===== src/rtl/match_reporter_if.sv =====
// Upstream character stream and report-record handshake bundle for match_reporter.
// The slave modport is the reporter; the master modport is the table reader plus the consumer.
interface match_reporter_if #(
  parameter int POS_W = 16
);
  logic             en;
  logic [7:0]       now_state_in;
  logic             en_match;
  logic             eos;
  logic             busy;
  logic             report_valid;
  logic             report_ready;
  logic [3:0]       report_id;
  logic [POS_W-1:0] report_pos;
  logic             done;
  logic             overflow;
  logic [15:0]      match_count;

  modport master (
    output en, now_state_in, en_match, eos, report_ready,
    input  busy, report_valid, report_id, report_pos, done, overflow, match_count
  );

  modport slave (
    input  en, now_state_in, en_match, eos, report_ready,
    output busy, report_valid, report_id, report_pos, done, overflow, match_count
  );
endinterface


===== src/rtl/match_reporter.sv =====
// Turns automaton states into {pattern ID, byte position} records in a show-ahead FIFO.
// Define MATCH_REPORTER_STATS_EN to build the saturating match_count counter.
module match_reporter #(
  parameter int           FIFO_DEPTH   = 8,
  parameter int           POS_W        = 16,
  parameter logic [127:0] OUTPUT_TABLE = '0
) (
  input logic            clk,
  input logic            rst,
  match_reporter_if.slave bus
);
  localparam int PTR_W = $clog2(FIFO_DEPTH);
  localparam int CNT_W = PTR_W + 1;
  localparam logic [CNT_W-1:0] DEPTH_C = CNT_W'(FIFO_DEPTH);

  typedef enum logic [1:0] {IDLE, SCAN, FLUSH} state_t;

  state_t           state;
  logic [3:0]       ram_output [32];
  logic [3:0]       id_mem [FIFO_DEPTH];
  logic [POS_W-1:0] pos_mem [FIFO_DEPTH];
  logic [PTR_W-1:0] wr_ptr;
  logic [PTR_W-1:0] rd_ptr;
  logic [CNT_W-1:0] count;
  logic [POS_W-1:0] pos;
  logic [3:0]       hit_id;
  logic             accept;
  logic             push_req;
  logic             push_ok;
  logic             pop;
  logic             full;
  logic             busy_q;
  logic             done_q;
  logic             overflow_q;

  // Entry i of the pattern-ID table lives in OUTPUT_TABLE[4*i +: 4]; ID 0 is non-accepting.
  for (genvar i = 0; i < 32; i++) begin : g_table
    assign ram_output[i] = OUTPUT_TABLE[4*i +: 4];
  end

  always_comb begin
    accept   = bus.en && (state != FLUSH);
    hit_id   = ram_output[bus.now_state_in[4:0]];
    push_req = accept && bus.en_match && (bus.now_state_in[7:5] == 3'b000) && (hit_id != 4'd0);
    pop      = (count != '0) && bus.report_ready;
    full     = (count == DEPTH_C);
    push_ok  = push_req && (!full || pop);
  end

  // Head fields read as zero whenever nothing is queued, so reset leaves clean outputs.
  assign bus.report_valid = (count != '0);
  assign bus.report_id    = (count != '0) ? id_mem[rd_ptr]  : 4'd0;
  assign bus.report_pos   = (count != '0) ? pos_mem[rd_ptr] : '0;
  assign bus.busy         = busy_q;
  assign bus.done         = done_q;
  assign bus.overflow     = overflow_q;

  always_ff @(posedge clk) begin
    if (rst) begin
      state  <= IDLE;
      pos    <= '0;
      busy_q <= 1'b0;
      done_q <= 1'b0;
    end else begin
      done_q <= 1'b0;
      if (accept) begin
        pos <= bus.eos ? '0 : pos + POS_W'(1);
      end
      case (state)
        IDLE: begin
          if (accept) begin
            state  <= bus.eos ? FLUSH : SCAN;
            busy_q <= bus.eos;
          end
        end
        SCAN: begin
          if (accept && bus.eos) begin
            state  <= FLUSH;
            busy_q <= 1'b1;
          end
        end
        FLUSH: begin
          if (count == '0) begin
            state  <= IDLE;
            busy_q <= 1'b0;
            done_q <= 1'b1;
          end
        end
        default: state <= IDLE;
      endcase
    end
  end

  // A full FIFO still takes a record when the head leaves in the same cycle.
  always_ff @(posedge clk) begin
    if (rst) begin
      wr_ptr     <= '0;
      rd_ptr     <= '0;
      count      <= '0;
      overflow_q <= 1'b0;
    end else begin
      if (push_ok) begin
        wr_ptr <= wr_ptr + PTR_W'(1);
      end
      if (pop) begin
        rd_ptr <= rd_ptr + PTR_W'(1);
      end
      if (push_ok && !pop) begin
        count <= count + CNT_W'(1);
      end else if (pop && !push_ok) begin
        count <= count - CNT_W'(1);
      end
      if (push_req && !push_ok) begin
        overflow_q <= 1'b1;
      end
    end
  end

  always_ff @(posedge clk) begin
    if (!rst && push_ok) begin
      id_mem[wr_ptr]  <= hit_id;
      pos_mem[wr_ptr] <= pos;
    end
  end

`ifdef MATCH_REPORTER_STATS_EN
  logic [15:0] match_count_q;

  always_ff @(posedge clk) begin
    if (rst) begin
      match_count_q <= 16'd0;
    end else if (push_req && (match_count_q != 16'hFFFF)) begin
      match_count_q <= match_count_q + 16'd1;
    end
  end

  assign bus.match_count = match_count_q;
`else
  assign bus.match_count = 16'd0;
`endif
endmodule


===== src/flat_wrapper.sv =====
// flat-port wrapper written by rule: the top's interface ports become plain ports
module match_reporter_flat 
#(
  parameter int           FIFO_DEPTH   = 8,
  parameter int           POS_W        = 16,
  parameter logic [127:0] OUTPUT_TABLE = '0
)
  (clk, rst, bus_en, bus_now_state_in, bus_en_match, bus_eos, bus_report_ready, bus_busy, bus_report_valid, bus_report_id, bus_report_pos, bus_done, bus_overflow, bus_match_count);
  match_reporter_if #(.POS_W(POS_W)) bus_i ();
  input logic clk;
  input logic rst;
  input wire logic [$bits(bus_i.en)-1:0] bus_en;
  input wire logic [$bits(bus_i.now_state_in)-1:0] bus_now_state_in;
  input wire logic [$bits(bus_i.en_match)-1:0] bus_en_match;
  input wire logic [$bits(bus_i.eos)-1:0] bus_eos;
  input wire logic [$bits(bus_i.report_ready)-1:0] bus_report_ready;
  output wire logic [$bits(bus_i.busy)-1:0] bus_busy;
  output wire logic [$bits(bus_i.report_valid)-1:0] bus_report_valid;
  output wire logic [$bits(bus_i.report_id)-1:0] bus_report_id;
  output wire logic [$bits(bus_i.report_pos)-1:0] bus_report_pos;
  output wire logic [$bits(bus_i.done)-1:0] bus_done;
  output wire logic [$bits(bus_i.overflow)-1:0] bus_overflow;
  output wire logic [$bits(bus_i.match_count)-1:0] bus_match_count;
  assign bus_i.en = bus_en;
  assign bus_i.now_state_in = bus_now_state_in;
  assign bus_i.en_match = bus_en_match;
  assign bus_i.eos = bus_eos;
  assign bus_i.report_ready = bus_report_ready;
  assign bus_busy = bus_i.busy;
  assign bus_report_valid = bus_i.report_valid;
  assign bus_report_id = bus_i.report_id;
  assign bus_report_pos = bus_i.report_pos;
  assign bus_done = bus_i.done;
  assign bus_overflow = bus_i.overflow;
  assign bus_match_count = bus_i.match_count;
  match_reporter #(.FIFO_DEPTH(FIFO_DEPTH), .POS_W(POS_W), .OUTPUT_TABLE(OUTPUT_TABLE)) u_core (.clk(clk), .rst(rst), .bus(bus_i));
endmodule

===== config.mk =====
export PLATFORM = sky130hd
export DESIGN_NAME = match_reporter_flat
export DESIGN_NICKNAME = d
export VERILOG_FILES = /design/src/rtl/match_reporter_if.sv /design/src/rtl/match_reporter.sv /design/src/flat_wrapper.sv
export SDC_FILE = /design/constraint.sdc
export NUM_CORES = 1
export LEC_CHECK = 0
export CAP_MARGIN = 20
export CELL_PAD_IN_SITES_DETAIL_PLACEMENT = 0
export CELL_PAD_IN_SITES_GLOBAL_PLACEMENT = 1
export CORE_MARGIN = 3
export CORE_UTILIZATION = 24
export DETAILED_ROUTE_END_ITERATION = 8
export PLACE_DENSITY_LB_ADDON = 0.1
export SLEW_MARGIN = 5
export SYNTH_ARGS = -nofsm -noshare
export SYNTH_HDL_FRONTEND = slang
export SYNTH_SLANG_ARGS = --single-unit

===== constraint.sdc =====
create_clock -name clk -period 4.17 [get_ports clk]
set_input_delay 1.0425 -clock clk [delete_from_list [all_inputs] [get_ports clk]]
set_output_delay 1.0425 -clock clk [all_outputs]
set_load 0.02 [all_outputs]

[Yosys cells after proc, flatten, opt, wreduce, memory -nomap -nowiden]
Memory sizes are Yosys's and may differ from the RTL's. A register that Yosys moved wholly into a read port is not among the register bits.
Cells that the tools add are included.
Word-level totals
  latch bits: 0
  output and inout port bits: 40
  memories kept: 3
  memory bits (writable): 160
  bits in registers: 31
  bits in read-only memories: 128
  word-level logic and storage cells: 75
Operators by class
  reductions and logical operators: 26
  shift-type cells: 0
  div/mod/pow operators: 0
  equal/unequal tests: 7
  bitwise operators: 2
  $mul: 0
  order comparisons: 1
  mux-type cells: 23
  add/sub/neg operators: 5
Memory list
  (no name shown): depth 32, width 4, rd ports 1, clocked after memory_dff 0, write ports 0, line match_reporter.sv:43  | hit_id = ram_output[bus.now_state_in[4:0]];
  u_core.pos_mem: depth 8, width 16, rd ports 1, clocked after memory_dff 1, write ports 1, line match_reporter.sv:21  | logic [POS_W-1:0] pos_mem [FIFO_DEPTH];
  u_core.id_mem: depth 8, width 4, rd ports 1, clocked after memory_dff 1, write ports 1, line match_reporter.sv:20  | logic [3:0] id_mem [FIFO_DEPTH];
Operators by type and width (count)
  2-to-1 mux 16 bit: 2
  2-to-1 mux 4 bit: 5
  adder 16 x 1 -> 16 bit (second input constant): 1
  2-to-1 mux 3 bit: 4
  logical AND 1 bit: 11
  2-to-1 mux 2 bit: 4
  nonzero test 4 bit: 2
  adder 3 x 1 -> 3 bit (second input constant): 2
  greater-or-equal comparator 6 bit (second input constant): 1
  2-to-1 mux 1 bit: 6
  != test 2 x 1 -> 1 bit (second input constant): 3
  NOT 5 -> 6 bit: 1
  one-hot mux 2 bit (3 select lines): 1
  adder 4 x 1 -> 4 bit (second input constant): 1
  == test 4 bit (second input constant): 1
  zero test 1 bit: 4
  zero test 4 bit: 1
  AND reduction 4 bit: 1
  subtractor 4 x 1 -> 4 bit (second input constant): 1
  zero test 3 bit: 1
  one-hot mux 1 bit (3 select lines): 1
  AND reduction 3 bit: 1
  nonzero test 3 bit: 1
  == test 2 x 1 -> 1 bit (second input constant): 1
  other kinds (7): 7

[Logic depth before layout (Yosys ltp)]
  depth in word-level cells: 11
  gate-level depth with buffers: 7
  depth with buffers taken out: 6

[Least setup slack after synthesis]
No wires, ideal clock.
  path type: flip-flop to output port
  from: register u_core.count[0]
  to: output port bus_report_valid
  stages on the path, launching flop included: 5
  buffers on the path: 1
  data required time: 3.128 ns
  path slack: 1.949 ns
  arrival: 1.179 ns
  path through: dfxtp_1 > inv_1 > ha_1 > or3b_2 > clkbuf_1
On the way
  longest elaborated chain between the ends: 1
Ends and longest elaborated chain
  start: declaration: line match_reporter.sv:24  | logic [CNT_W-1:0] count;
  start signal: assignment: line match_reporter.sv:109  | count <= count + CNT_W'(1);
  start signal: assignment: line match_reporter.sv:111  | count <= count - CNT_W'(1);
  nonzero test 4 bit: line match_reporter.sv:51  | assign bus.report_valid = (count != '0);
  end: declaration: line flat_wrapper.sv:18  | output wire logic [$bits(bus_i.report_valid)-1:0] bus_report_valid;
Every way passes these cells.

[Worst setup path after layout]
Same ends and word-level chain as after synthesis.

==> impl_metrics.json <==
{
  "clock-sinks": 8,
  "antenna_found_initial": 0,
  "synthMuxAreaShare_pct": 1.39,
  "post_dp_cell_area_um2": 677,
  "cp.depth": 4,
  "preCtsSetupSlack_ps": 1450,
  "syn_area_per_cell_um2": 8.35,
  "ys_ff_latch": 8,
  "worstPathMaxFanout": 7,
  "synthAdderAreaFrac_pct": 8.71,
  "grt_use_met1_pct": 7.29,
  "critPathCaptureType": "output port",
  "met2_usage_pct": 9.47,
  "hold_viol": 0,
  "clk_pin_slew_ps": 60,
  "rsz0062_at_grt": "false",
  "insertion_delay_ps": 250,
  "crit_type": "reg2out",
  "boundaryPins": 54,
  "yosys_warnings": 0,
  "cts_setup_buffers": 0,
  "leakage_nw": 0.334,
  "min_path_cells": 2,
  "yosys.cell_types.count": 23,
  "worstSetupStartpointType": "flop",
  "grt_max_degree": 9,
  "clock_skew_ps": 5.21,
  "die_h_um": 60.7,
  "yosys.area.top_type": "buf_4",
  "critPathBufInv": 2,
  "crit_required_ps": 3130,
  "fin_ws_ps": 1180,
  "synth_top_cell_area_share_pct": 38.7,
  "grt_pass1_vias": 368,
  "numCtsBuffers": 3,
  "finalWirelength_um": 1120,
  "synthSimpleGateAreaFrac_pct": 13.4,
  "core-area_um2": 2810,
  "vias_per_cell": 3.58,
  "synth_compound_area_share_pct": 7.14,
  "slew_violations": 0,
  "grt_use_total_pct": 6.48,
  "gp_congestion": 0.677,
  "overflow": 0,
  "slew_headroom_pct": 52.1,
  "root_buffer": "clkbuf_4",
  "busiest_layer": "met2",
  "die_w_um": 60.7,
  "drive_gt1_share_pct": 5.38,
  "ys_seq_area_share_pct": 22.3,
  "fmax_mhz": 335,
  "ys_top_cells_by_area": "buf_4 39%, dfxtp_1 22%, ha_1 8.7%",
  "ant_nets": 0,
  "ctsResizeCount": 0,
  "cpPeakStageDelay_ps": 580,
  "dpl.hpwl_um": 890,
  "io_buffers": 7,
  "synth_top_family_by_area": "buffers and inverters",
  "slowest_stage": "clkdlybuf4s50_1",
  "fin_crit_ps": 2990,
  "finalCritPeriodShare_pct": 71.6,
  "hold_class": "reg2reg",
  "final_nets": 114,
  "area_growth_pct": -2.61,
  "route.detailed.drc": 0,
  "drt_first_iter_violations": 18,
  "drt-wirelength-per-cell_um": 9.05,
  "status": "completed",
  "clockBufferDepth": 2,
  "vias": 444,
  "final_cell_mix": "37 x conb_1, 8 x dfxtp_1, 7 x clkdlybuf4s50_1",
  "layout_commonest_cell": "conb_1",
  "holdBufCountCts": 0,
  "initial_utilization_pct": 25.6,
  "syn-cell-area_um2": 718,
  "arrival_ps": 1940,
  "rr_worst_depth": 6,
  "cts_tree": "built",
  "die_area_um2": 3690,
  "irDropWorstVdd_uv": 259,
  "htreeDepth": 1,
  "tightest_slew_ps": 719,
  "drv_cap": 0,
  "antenna_cells": 0,
  "setup_viol": 0,
  "pwr_density_cell_nw_per_um2": 692,
  "grt_use_met3_pct": 5.11,
  "path_cells": "inv_1 > ha_1 > or3b_2 > clkdlybuf4s50_1",
  "rows": 19,
  "cp_top_family": "buffers and inverters",
  "tns_ps": 0,
  "syn_inst": 86,
  "synth_xor_area_share_pct": 3.66,
  "dr.pass1.iters": 4,
  "final_cell_area_um2": 699,
  "grt_pass1_wl_um": 1680
}
==> report_power, final <==
part	switching, mW	total (mW)	internal [mW]	leakage [nW]
Sequential	0.0252	0.134	0.109	0.0658
Combinational	0.162	0.290	0.128	0.254
Clock	0.0274	0.0605	0.0330	0.0138
==> state kept, by name, summed over array words and instances, names as in the netlist <==
signal and cells:
u_core.state 2, u_core.bus.done 1, u_core.count 4, u_core.bus.busy 1
==> logic make-up after synthesis <==
| group | Yosys count |
|---|---|
| other cells | 1 |
| fa+ha+maj | 5 |
| xor+xnor | 3 |
| mux | 1 |
| buf+inv | 45 |
| compound gates | 7 |
| simple gates | 16 |
| flops | 8 |
==> final cells by class <==
type                       count  area (µm²)
fill                         307        2110
multi-input combinational     69         385
sequential                     8         160
timing repair buffer           7        70.1
tap                           31        38.8
clock buffer                   3        22.5
inverter                       6        22.5
==> metrics by stage <==
stage | util, % | hold WS (ps) | std cells | power [mW]
global placement | 24.1 | 503 | 121 | 0.428
floorplan | - | 480 | 122 | 0.382
CTS | 24.9 | 524 | 124 | 0.489
global route | 24.9 | 539 | 124 | 0.528
finish | 24.9 | 522 | 124 | 0.484
detailed placement | 24.1 | 515 | 121 | 0.424
==> worst reg2reg max path: stages (launching register included) <==
cell and delay (ps):
dfxtp_1 390, inv_1 80, ha_1 250, or4b_4 500, a222oi_1 630, a21oi_1 150, a311oi_1 250
==> synthesized netlist by cell type <==
library cell,instances
a222oi_1,1
buf_4,37
conb_1,1
nand3_1,2
ha_1,5
xor2_1,2
or4b_4,1
a311oi_1,2
a21oi_1,3
a221oi_1,1
dfxtp_1,8
nand2b_1,2
nand2_1,1
inv_1,6
nand3b_1,2
buf_1,1
nor2_1,4
mux2i_1,1
clkbuf_1,1
or3b_2,1
xnor2_1,1
nor3b_1,1
nor3_1,2
==> path summary, 6_finish.rpt <==
kind | startpoint | end | slack (ps)
worst max-delay path | u_core.count[0] | bus_report_valid | 1180
worst min-delay path | u_core.bus.busy | u_core.bus.busy | 520
worst max register to register | u_core.state[0] | u_core.bus.busy | 1830
worst min register to register | u_core.bus.busy | u_core.bus.busy | 520
==> metal layers <==
metal / routed length, µm / vias up
met4: 12 / 0
li1: - / 222
met3: 152 / 2
met2: 480 / 30
met5: 0 / -
met1: 476 / 190
Power figures use the tool's default switching activity.
